==> config.mk <==
export PLATFORM = sky130hd
export DESIGN_NAME = neuron_operand_loader
export DESIGN_NICKNAME = d
export VERILOG_FILES = /design/src/rtl/neuron_operand_loader.sv
export SDC_FILE = /design/constraint.sdc
export NUM_CORES = 1
export LEC_CHECK = 0
export CAP_MARGIN = 20
export CORE_MARGIN = 4
export CORE_UTILIZATION = 41
export CTS_CLUSTER_SIZE = 25
export DETAILED_ROUTE_END_ITERATION = 8
export HOLD_SLACK_MARGIN = 0.03
export PLACE_DENSITY = 0.76
export SLEW_MARGIN = 20
export SYNTH_ARGS = -nofsm -noshare
export SYNTH_HDL_FRONTEND = slang
export SYNTH_SLANG_ARGS = --single-unit
==> constraint.sdc <==
create_clock -name clk -period 6.09 [get_ports clk]
set_clock_uncertainty 0.05 [all_clocks]
set_input_delay 0.9135 -clock clk [delete_from_list [all_inputs] [get_ports clk]]
set_output_delay 0.9135 -clock clk [all_outputs]
set_load 0.1 [all_outputs]
==> src/rtl/neuron_operand_loader.sv <==
// -----------------------------------------------------------------------------
// neuron_operand_loader
//
// Purpose:
//   Upstream feeder for the serial MAC neuron. Collects one {x, w, mask}
//   element per beat from a valid/ready stream and packs each frame into flat
//   vectors (element 0 in the LSBs). The packed frame, together with the bias
//   and activation select captured on beat 0, is offered on a valid/ready port
//   that connects to the neuron's in_valid/in_ready.
//
//   Frame-length errors are corrected so the neuron always sees exactly
//   NUM_INPUTS elements:
//     - a frame that ends early is zero-padded (err_short pulses),
//     - a frame that overruns has its excess beats dropped (err_long pulses).
//
// Ports:
//   clk          clock, rising edge
//   rst          asynchronous reset, active-high
//   s_valid      element beat valid
//   s_ready      loader can accept a beat (low only while offering a frame)
//   s_x          element sample x[k] (signed)
//   s_w          element weight w[k] (signed)
//   s_mask       element sparsity bit (1 = use)
//   s_last       final beat of the frame
//   s_bias       frame bias, taken from beat 0 only
//   s_act_sel    frame activation select, taken from beat 0 only
//   m_valid      packed operation valid (neuron in_valid)
//   m_ready      neuron accepts (neuron in_ready)
//   m_x_flat     packed samples, element k at [k*X_W +: X_W]
//   m_w_flat     packed weights, element k at [k*W_W +: W_W]
//   m_mask_flat  packed mask, element k at bit k
//   m_bias       frame bias
//   m_act_sel    frame activation select
//   err_short    one-cycle pulse: frame ended early and was zero-padded
//   err_long     one-cycle pulse: frame overran, excess beats dropped
//   busy         high whenever the loader is not idle
// -----------------------------------------------------------------------------
module neuron_operand_loader #(
    parameter int NUM_INPUTS = 8,
    parameter int X_W        = 8,
    parameter int W_W        = 8,
    parameter int B_W        = 32
) (
    input  logic                         clk,
    input  logic                         rst,
    input  logic                         s_valid,
    output logic                         s_ready,
    input  logic signed [X_W-1:0]        s_x,
    input  logic signed [W_W-1:0]        s_w,
    input  logic                         s_mask,
    input  logic                         s_last,
    input  logic signed [B_W-1:0]        s_bias,
    input  logic [1:0]                   s_act_sel,
    output logic                         m_valid,
    input  logic                         m_ready,
    output logic [NUM_INPUTS*X_W-1:0]    m_x_flat,
    output logic [NUM_INPUTS*W_W-1:0]    m_w_flat,
    output logic [NUM_INPUTS-1:0]        m_mask_flat,
    output logic signed [B_W-1:0]        m_bias,
    output logic [1:0]                   m_act_sel,
    output logic                         err_short,
    output logic                         err_long,
    output logic                         busy
);

    localparam int CNT_W = $clog2(NUM_INPUTS + 1);

    // Index of the final slot; reaching it decides between ISSUE and DRAIN.
    localparam logic [CNT_W-1:0] LAST_IDX = CNT_W'(NUM_INPUTS - 1);

    // A one-element frame is complete on its first beat, whatever s_last says.
    localparam bit SINGLE = (NUM_INPUTS == 1);

    localparam logic [1:0] S_IDLE  = 2'd0;
    localparam logic [1:0] S_FILL  = 2'd1;
    localparam logic [1:0] S_DRAIN = 2'd2;
    localparam logic [1:0] S_ISSUE = 2'd3;

    logic [1:0]                   state_q, state_d;
    logic [CNT_W-1:0]             cnt_q, cnt_d;
    logic [NUM_INPUTS*X_W-1:0]    x_q, x_d;
    logic [NUM_INPUTS*W_W-1:0]    w_q, w_d;
    logic [NUM_INPUTS-1:0]        mask_q, mask_d;
    logic signed [B_W-1:0]        bias_q, bias_d;
    logic [1:0]                   act_q, act_d;
    logic                         err_short_q, err_short_d;
    logic                         err_long_q, err_long_d;
    logic                         beat_acc;

    // Input side is blocked only while a packed frame waits for the neuron.
    assign s_ready  = (state_q != S_ISSUE);
    assign beat_acc = s_valid && s_ready;

    always_comb begin
        state_d     = state_q;
        cnt_d       = cnt_q;
        x_d         = x_q;
        w_d         = w_q;
        mask_d      = mask_q;
        bias_d      = bias_q;
        act_d       = act_q;
        err_short_d = 1'b0;
        err_long_d  = 1'b0;

        case (state_q)
            S_IDLE: begin
                if (beat_acc) begin
                    // Beat 0 clears every other slot so a short frame is
                    // already zero-padded without any extra work later.
                    x_d               = '0;
                    w_d               = '0;
                    mask_d            = '0;
                    x_d[X_W-1:0]      = s_x;
                    w_d[W_W-1:0]      = s_w;
                    mask_d[0]         = s_mask;
                    bias_d            = s_bias;
                    act_d             = s_act_sel;
                    cnt_d             = CNT_W'(1);
                    if (SINGLE || s_last) begin
                        state_d = S_ISSUE;
                    end else begin
                        state_d = S_FILL;
                    end
                    if (!SINGLE && s_last) begin
                        err_short_d = 1'b1;
                    end
                end
            end

            S_FILL: begin
                if (beat_acc) begin
                    for (int i = 1; i < NUM_INPUTS; i++) begin
                        if (cnt_q == CNT_W'(i)) begin
                            x_d[i*X_W +: X_W] = s_x;
                            w_d[i*W_W +: W_W] = s_w;
                            mask_d[i]         = s_mask;
                        end
                    end
                    cnt_d = cnt_q + CNT_W'(1);
                    if (cnt_q == LAST_IDX) begin
                        if (s_last) begin
                            state_d = S_ISSUE;
                        end else begin
                            // Frame is full but the source keeps going: keep
                            // the packed data and swallow the rest of it.
                            state_d    = S_DRAIN;
                            err_long_d = 1'b1;
                        end
                    end else if (s_last) begin
                        state_d     = S_ISSUE;
                        err_short_d = 1'b1;
                    end
                end
            end

            S_DRAIN: begin
                if (beat_acc && s_last) begin
                    state_d = S_ISSUE;
                end
            end

            S_ISSUE: begin
                if (m_ready) begin
                    state_d = S_IDLE;
                    cnt_d   = '0;
                end
            end

            default: begin
                state_d = S_IDLE;
                cnt_d   = '0;
            end
        endcase
    end

    // Single register stage: control, packed data and error pulses.
    always_ff @(posedge clk or posedge rst) begin
        if (rst) begin
            state_q     <= S_IDLE;
            cnt_q       <= '0;
            x_q         <= '0;
            w_q         <= '0;
            mask_q      <= '0;
            bias_q      <= '0;
            act_q       <= '0;
            err_short_q <= 1'b0;
            err_long_q  <= 1'b0;
        end else begin
            state_q     <= state_d;
            cnt_q       <= cnt_d;
            x_q         <= x_d;
            w_q         <= w_d;
            mask_q      <= mask_d;
            bias_q      <= bias_d;
            act_q       <= act_d;
            err_short_q <= err_short_d;
            err_long_q  <= err_long_d;
        end
    end

    assign m_valid     = (state_q == S_ISSUE);
    assign m_x_flat    = x_q;
    assign m_w_flat    = w_q;
    assign m_mask_flat = mask_q;
    assign m_bias      = bias_q;
    assign m_act_sel   = act_q;
    assign err_short   = err_short_q;
    assign err_long    = err_long_q;
    assign busy        = (state_q != S_IDLE);

endmodule
==> impl_metrics.toml, run 1 <==
[setup_path]
crit_path_start = "state_q[0]"
r2r_start = "state_q[1]"
crit_path_start_kind = "flop"
worstSetupPathType = "reg2out"
worst-path-max-fanout = 4
cp-end-kind = "primary output"
critPathRequiredTime_ns = 5.13
worstPathArrival_ns = 2.41

[clock_network]
cts_resized = 0
worstSkewPairLatency_ns = 0.42
cts_hold_buf = 0
clock_sinks = 178
clockBufferDepth = 2
clk_pin_slew_ns = 0.07
post-cts-setup-buffer-count = 0
tritoncts = "built"
cts_max_level = 4
cts_made_buffers = 17
root_buffer = "clkbuf_16"

[worst_hold_path]
hold_class = "reg2reg"
min_from = "m_x_flat[42]"

[timing]
rsz0062_at_grt = "no"
fmax_mhz = 296
maxSlewViolCount = 0
worst_slew_pin_slew_ns = 1.05
slew_headroom_pct = 29.8
finalSetupTns_ns = 0
finalCritPeriodShare_pct = 55.4
finalCriticalPeriod_ns = 3.37
setup_viol = 0
final-hold-violation-count = 0

[routing]
drt_pass1_iterations = 9
drc = 0
wire_per_inst_um = 17.3
ant_nets = 0
via_per_inst = 4.91
drtIter0Drc = 226
vias = 5126
routed_wl_um = 18100

[floorplan]
die_width_um = 138
core-area_mm2 = 0.0165
io_pins = 231
initial_utilization_pct = 41.6
chipHeight_um = 138
dieArea_mm2 = 0.0189
rows = 47

[logic_synthesis]
ys_warn_count = 0
synth.area.top_cells = "dfrtp_1, mux2_1, nand2_1"
synth_edf_count = 0
synth_fp_nets = 651
synth_cells = 586
yosys-top-cells-count = "dfrtp_1, nand2_1, o21ai_1"
yosysSeqAreaShare_pct = 64.8
synth.top_cell.area_share_pct = 64.8
yosys.area.top_type = "dfrtp_1"
yosysUniqueCellTypes = 33
yosys.cell_count.top_type = "dfrtp_1"
synthFlopType = "dfrtp_1"
async_flop_share_pct = 100
ys_ff_latch = 178
netlist_area_mm2 = 0.00688
syn_area_per_cell_um2 = 11.7

[global_route]
grt_pass1_vias = 5124
grt_usage_pct = 19.4
overflow = 0
grt_pass1_wl_um = 28000
antenna_found_initial = 0
grt_max_degree = 90

[placement]
hpwlAfterDp_um = 13000
io_buffers = 230
gp_congestion = 0.789

[finish]
nNetsFinal = 876
syn_to_final_growth_pct = 44.2
drive_above_1_share_pct = 6.31
n_antenna_cell = 0

[outcome]
outcome = "finished clean"

[flow_run]
drv_cap = 0
[kinds of logic (layout without fill, tap and decap cells)]
family / Yosys count / in the layout / share of synthesized area, %
DFF: 178 / 178 / 64.8
and+or+nand+nor: 165 / 165 / 10.0
AOI/OAI and AO/OA: 138 / 138 / 11.0
muxes: 54 / 54 / 8.81
buffers and inverters: 42 / 280 / 3.78
adders and majority gates: 9 / 9 / 1.64
[sequential cells by signal, summed over array words and instances, names as in the netlist]
signal       flops
m_w_flat        64
m_x_flat        64
m_bias          32
m_mask_flat      8
cnt_q            4
m_act_sel        2
state_q          2
err_long         1
err_short        1
[worst max-delay path: stages (launching register included)]
cell and delay (ns):
dfrtp_1 0.40, inv_1 0.11, ha_1 0.28, inv_1 0.08, clkdlybuf4s50_1 1.13
[placed cells by master, fill, tap and decap left out, types with 2 or more instances in the layout]
cell,count
a21oi_1,3
bufinv_16,3
nand2_1,144
mux2i_1,2
nand3_1,3
ha_1,9
o211ai_2,7
clkbuf_16,17
nor3b_1,4
clkdlybuf4s50_1,230
mux2_1,50
o21ai_0,60
o21ai_1,64
and3b_1,4
inv_1,7
dfrtp_1,178
clkbuf_1,2
inv_6,2
clkinv_4,6
mux2_2,2
clkinvlp_4,2
buf_4,9
nor2_1,2
[layout make-up]
class / count / area [um^2]
Sequential cell: 178 / 4450
Inverter: 9 / 38.8
Multi-Input combinational cell: 366 / 2160
Clock buffer: 19 / 433
Fill cell: 1365 / 6610
Timing Repair Buffer: 239 / 2370
Clock inverter: 13 / 183
Tap cell: 220 / 275
[per-stage QoR]
step           util (%)  setup WS [ns]  area [um^2]  hold WS (ns)  std cells
2_1_floorplan         -          0.296         6880         0.455        586
3_3_place_gp       56.3           2.86         9300         0.409       1012
3_5_place_dp       56.3           2.81         9300         0.418       1012
4_1_cts            60.0           2.69         9920         0.433       1044
5_1_grt            60.0           2.61         9920         0.439       1044
6_report           60.0           2.72         9920         0.425       1044
[routing by layer]
| layer | track usage [%] | routed length (um) | vias up |
|---|---|---|---|
| met5 | 0 | 0 | - |
| met2 | 32.3 | 9070 | 161 |
| met3 | 6.32 | 1360 | 23 |
| met4 | 6.54 | 344 | 0 |
| met1 | 23.9 | 7290 | 2504 |
| li1 | - | - | 2438 |
[worst paths after layout]
| check | depth (start not counted) | to | slack [ns] |
|---|---|---|---|
| worst max register to register | 7 | m_x_flat[56] | 3.38 |
| min in group asynchronous | 2 | m_x_flat[42] | 0.98 |
| max in group asynchronous | 3 | m_x_flat[55] | 3.90 |
| worst min-delay path | 2 | m_x_flat[42] | 0.42 |
| worst max-delay path | 4 | busy | 2.72 |
| worst min register to register | 2 | m_x_flat[42] | 0.42 |
Power of run 1 is left out: the tool's default activity adds up to more than one toggle a clock period on the data nets, which glitch-free logic cannot reach.
==> inputs of run 2 (changes only) <==
==> constraint.sdc (replaced) <==
create_clock -name clk -period 2.93 [get_ports clk]
set_clock_uncertainty 0.05 [all_clocks]
set_input_delay 0.4395 -clock clk [delete_from_list [all_inputs] [get_ports clk]]
set_output_delay 0.4395 -clock clk [all_outputs]
set_load 0.1 [all_outputs]
==> run 2 against run 1 <==
Sequential share of layout area is 2.1 points higher; worst hold slack worse by 0.17 ns; non-clock buffer count is 5 higher; first-iteration DRC count is 24% lower; count of clock-buffer cells in the layout is 2 lower; critical endpoint unchanged.
==> impl_metrics.toml, run 2 (same netlist as run 1, synthesis figures left out) <==
[outcome]
outcome = "finished clean"

[timing]
maxSlewViolCount = 0
worst_slew_pin_slew_ns = 0.432
fin_ws_ns = 0.865
slew_headroom_pct = 71.2
rsz0062_at_grt = "no"
fmax_mhz = 484
final-hold-violation-count = 0
finalSetupTns_ns = 0
finalCriticalPeriod_ns = 2.06
finalCritPeriodShare_pct = 70.5
setup_viol = 0

[clock_network]
clockBufferDepth = 2
root_buffer = "clkbuf_16"
tritoncts = "built"
cts_max_level = 4
cts_resized = 0
cts_hold_buf = 0
cts_made_buffers = 17
post-cts-setup-buffer-count = 0
clock_sinks = 178
worstSkewPairLatency_ns = 0.42
clk_pin_slew_ns = 0.07

[global_route]
antenna_found_initial = 0
grt_pass1_wl_um = 27500
grt_pass1_vias = 5096
grt_usage_pct = 18.8
overflow = 0
grt_max_degree = 75

[routing]
routed_wl_um = 17700
drc = 0
wire_per_inst_um = 16.8
drt_pass1_iterations = 4
vias = 5086
drtIter0Drc = 172
ant_nets = 0
via_per_inst = 4.85

[floorplan]
chipHeight_um = 138
io_pins = 231
die_width_um = 138
dieArea_mm2 = 0.0189
initial_utilization_pct = 41.6
rows = 47
core-area_mm2 = 0.0165

[finish]
fillers = 1420
final_cells = 1048
nNetsFinal = 881
layout_common_cells = "buf_4, dfrtp_1, nand2_1, o21ai_1, o21ai_0"
n_antenna_cell = 0
mostFrequentLayoutCell = "buf_4"
syn_to_final_growth_pct = 37.8
drive_above_1_share_pct = 28.1

[placement]
place_inst = 1017
hpwlAfterDp_um = 13100
pre_cts_slack_ns = 0.806
gp_congestion = 0.774
io_buffers = 230

[setup_path]
cp-end-kind = "primary output"
worst-path-max-fanout = 4
crit_path_cell_trace = "inv_1 -> ha_1 -> inv_1 -> buf_4"
worstPathArrival_ns = 1.58
reg2reg_depth = 7
crit_path_start_kind = "flop"
cp_common_cell = "inv_1"
worstSetupPathType = "reg2out"
max_stage_delay_ns = 0.41
critPathRequiredTime_ns = 2.44
worst_path_max_delay_cell = "dfrtp_1"

[worst_hold_path]
hold_class = "in2async"

[flow_run]
drv_cap = 0
[run 2: changes by cell type in the layout (fill, tap and decap cells not counted), sizes merged]
cell,change
clkinvlp,+1
bufinv,-2
buf,+180
inv,+2
clkdlybuf4s50,-175
clkbuf,-2
[run 2: per-layer routing]
layer | part of all wire [%] | GRT usage, % | wire length, um
met1 | 42 | 23.7 | 7350
met2 | 50 | 32.2 | 8880
met3 | 7.3 | 5.59 | 1290
met4 | 0.79 | 4.10 | 140
met5 | 0 | 0 | 0
[run 2: final cells by class]
cell class	count	area (um^2)	area share (%)
Inverter	9	37.5	0.396
Multi-Input combinational cell	366	2160	22.8
Tap cell	220	275	2.90
Clock inverter	14	130	1.37
Clock buffer	17	425	4.49
Sequential cell	178	4450	47.0
Timing Repair Buffer	244	1990	21.0
[run 2: through the flow]
step | hold slack (ns) | area [um^2] | util [%]
after global placement | 0.413 | 8920 | 54.0
after detailed placement | 0.422 | 8920 | 54.0
after floorplan | 0.455 | 6880 | -
final | 0.250 | 9480 | 57.4
after global routing | 0.234 | 9480 | 57.4
after CTS | 0.233 | 9480 | 57.4
[run 2: path summary, 6_finish.rpt]
kind | start | to | slack, ns
max | state_q[0] | busy | 0.87
min | rst | m_x_flat[6] | 0.25
max reg2reg | state_q[1] | m_w_flat[14] | 0.87
min reg2reg | m_x_flat[45] | m_x_flat[45] | 0.43
max in group asynchronous | rst | m_x_flat[51] | 1.91
min in group clk | m_x_flat[45] | m_x_flat[45] | 0.43
[run 2: worst max-delay path, delay by kind of cell (launching register included)]
kind | cells | cell delay (ns)
adders and majority gates | 1 | 0.28
buffers and inverters | 3 | 0.47
DFF | 1 | 0.41
Power of run 2 is left out for the same reason.
==> inputs of run 3 (changes only) <==
--- a/config.mk
+++ b/config.mk
@@ -7,11 +7,11 @@
 export LEC_CHECK = 0
 export CAP_MARGIN = 20
 export CORE_MARGIN = 4
-export CORE_UTILIZATION = 41
+export CORE_UTILIZATION = 46
 export CTS_CLUSTER_SIZE = 25
 export DETAILED_ROUTE_END_ITERATION = 8
 export HOLD_SLACK_MARGIN = 0.03
-export PLACE_DENSITY = 0.76
+export PLACE_DENSITY = 0.81
 export SLEW_MARGIN = 20
 export SYNTH_ARGS = -nofsm -noshare
 export SYNTH_HDL_FRONTEND = slang
==> constraint.sdc (replaced) <==
create_clock -name clk -period 2 [get_ports clk]
set_clock_uncertainty 0.05 [all_clocks]
set_input_delay 0.3 -clock clk [delete_from_list [all_inputs] [get_ports clk]]
set_output_delay 0.3 -clock clk [all_outputs]
set_load 0.1 [all_outputs]
==> run 3 against run 2 <==
Via count rose by 4.2%; core utilization up 9.5 points; highest routed layer unchanged; non-clock buffer count up 11; worst hold slack better by 0.028 ns; register-to-register slack lost 0.80 ns; largest cell class unchanged; global-route usage up 3.4 points; count of clock-buffer cells in the layout grew 3; critical endpoint is now m_x_flat[8].
==> impl_metrics.toml, run 3 (same netlist as run 1, synthesis figures left out) <==
[routing]
drt_pass1_iterations = 5
maxUsedRoutingLayer = "met4"
dr_wl_met2_um = 9850
drtIter0Drc = 320
vias = 5301
ant_nets = 0
via_per_inst = 5.18
wirelength_met1_um = 7780
routed_wl_um = 19000
dr_wl_met3_um = 1030
wire_per_inst_um = 18.6
drc = 0

[clock_network]
root_buffer = "clkbuf_16"
clock_sinks = 178
cts_made_buffers = 17
cts_max_level = 4
tritoncts = "built"
clk_pin_slew_ns = 0.06
worstSkewPairLatency_ns = 0.42
clockBufferDepth = 2

[finish]
nNetsFinal = 892
syn_to_final_growth_pct = 41.8
n_antenna_cell = 0
final_cells = 1024
multi_input_area_mm2 = 0.00219
regArea_mm2 = 0.00446
fillers = 1100
drive_above_1_share_pct = 29.9
mostFrequentLayoutCell = "buf_4"
layout_common_cells = "buf_4, dfrtp_1, nand2_1, o21ai_1, o21ai_0"

[timing]
setup_viol = 0
final-hold-violation-count = 0
worst_slew_pin_slew_ns = 0.645
rsz0062_at_grt = "no"
slew_headroom_pct = 56.9
finalCritPeriodShare_pct = 96.6
fmax_mhz = 518
finalCriticalPeriod_ns = 1.93
maxSlewViolCount = 0

[floorplan]
core-area_mm2 = 0.0146
dieArea_mm2 = 0.0170
chipHeight_um = 130
initial_utilization_pct = 47.1
rows = 44
io_pins = 231
die_width_um = 130

[global_route]
antenna_found_initial = 0
grt_pass1_vias = 5178
overflow = 0
grt_usage_pct = 22.2
grt_max_degree = 35
grt_pass1_wl_um = 28500

[placement]
gp_congestion = 0.850
place_inst = 991
hpwlAfterDp_um = 14100
io_buffers = 230

[setup_path]
r2r_setup_slack_ns = 0.07
crit_path_start = "state_q[0]"
crit_path_start_kind = "flop"
cp-endpoint = "m_x_flat[8]"
reg2reg_to = "m_x_flat[8]"
worst-path-max-fanout = 7
r2r_start = "state_q[0]"
cp-end-kind = "flop"
worstPathArrival_ns = 2.17
worstSetupPathType = "reg2reg"
reg2reg_depth = 7
critPathRequiredTime_ns = 2.24

[worst_hold_path]
hold_class = "in2async"

[flow_run]
drv_cap = 0

[outcome]
outcome = "finished clean"
run 3: final cells by class:
cell class	count	share of cell area, %
Clock buffer	20	4.68
Clock inverter	12	1.59
Inverter	9	0.423
Multi-Input combinational cell	366	22.4
Sequential cell	178	45.7
Tap cell	184	2.36
Timing Repair Buffer	255	22.8
run 3: metrics by stage:
step	setup TNS, ns	utilization (%)	hold WS [ns]	cell area [um^2]	worst slack, ns
4_1_cts	0	66.7	0.285	9730	0.0275
3_5_place_dp	0	62.5	0.425	9110	0.0425
2_1_floorplan	-112.46	-	0.322	6900	-0.631
5_1_grt	0	66.9	0.325	9750	0.00474
6_report	0	66.9	0.278	9750	0.0679
3_3_place_gp	0	62.5	0.413	9110	0.131
run 3: worst min-delay path by stage:
stage | endpoint | startpoint | slack [ns]
after floorplan | err_long | s_last | 0.32
after global routing | m_x_flat[43] | rst | 0.33
after CTS | m_x_flat[43] | rst | 0.29
after detailed placement | m_x_flat[41] | m_x_flat[41] | 0.42
final | m_x_flat[8] | rst | 0.28
after global placement | m_x_flat[42] | m_x_flat[42] | 0.41
run 3: what timing repair did:
action / CTS / global route
resized for setup: 0 / 8
hold buffers: 0 / 0
buffers inserted: 0 / 0
setup endpoints to repair: 0 / 99
run 3: per-layer routing:
layer / vias up / GRT usage, %
met3: 27 / 4.05
li1: 2475 / -
met2: 174 / 38.1
met4: 0 / 7.33
met5: - / 0
met1: 2625 / 28.7
run 3: critical path, cell delays in order (launching register included):
cell	delay [ns]
dfrtp_1	0.43
inv_1	0.13
ha_2	0.24
or2_4	0.26
buf_4	0.17
o211ai_2	0.15
clkbuf_4	0.30
o21ai_1	0.09
Power of run 3 is left out for the same reason.
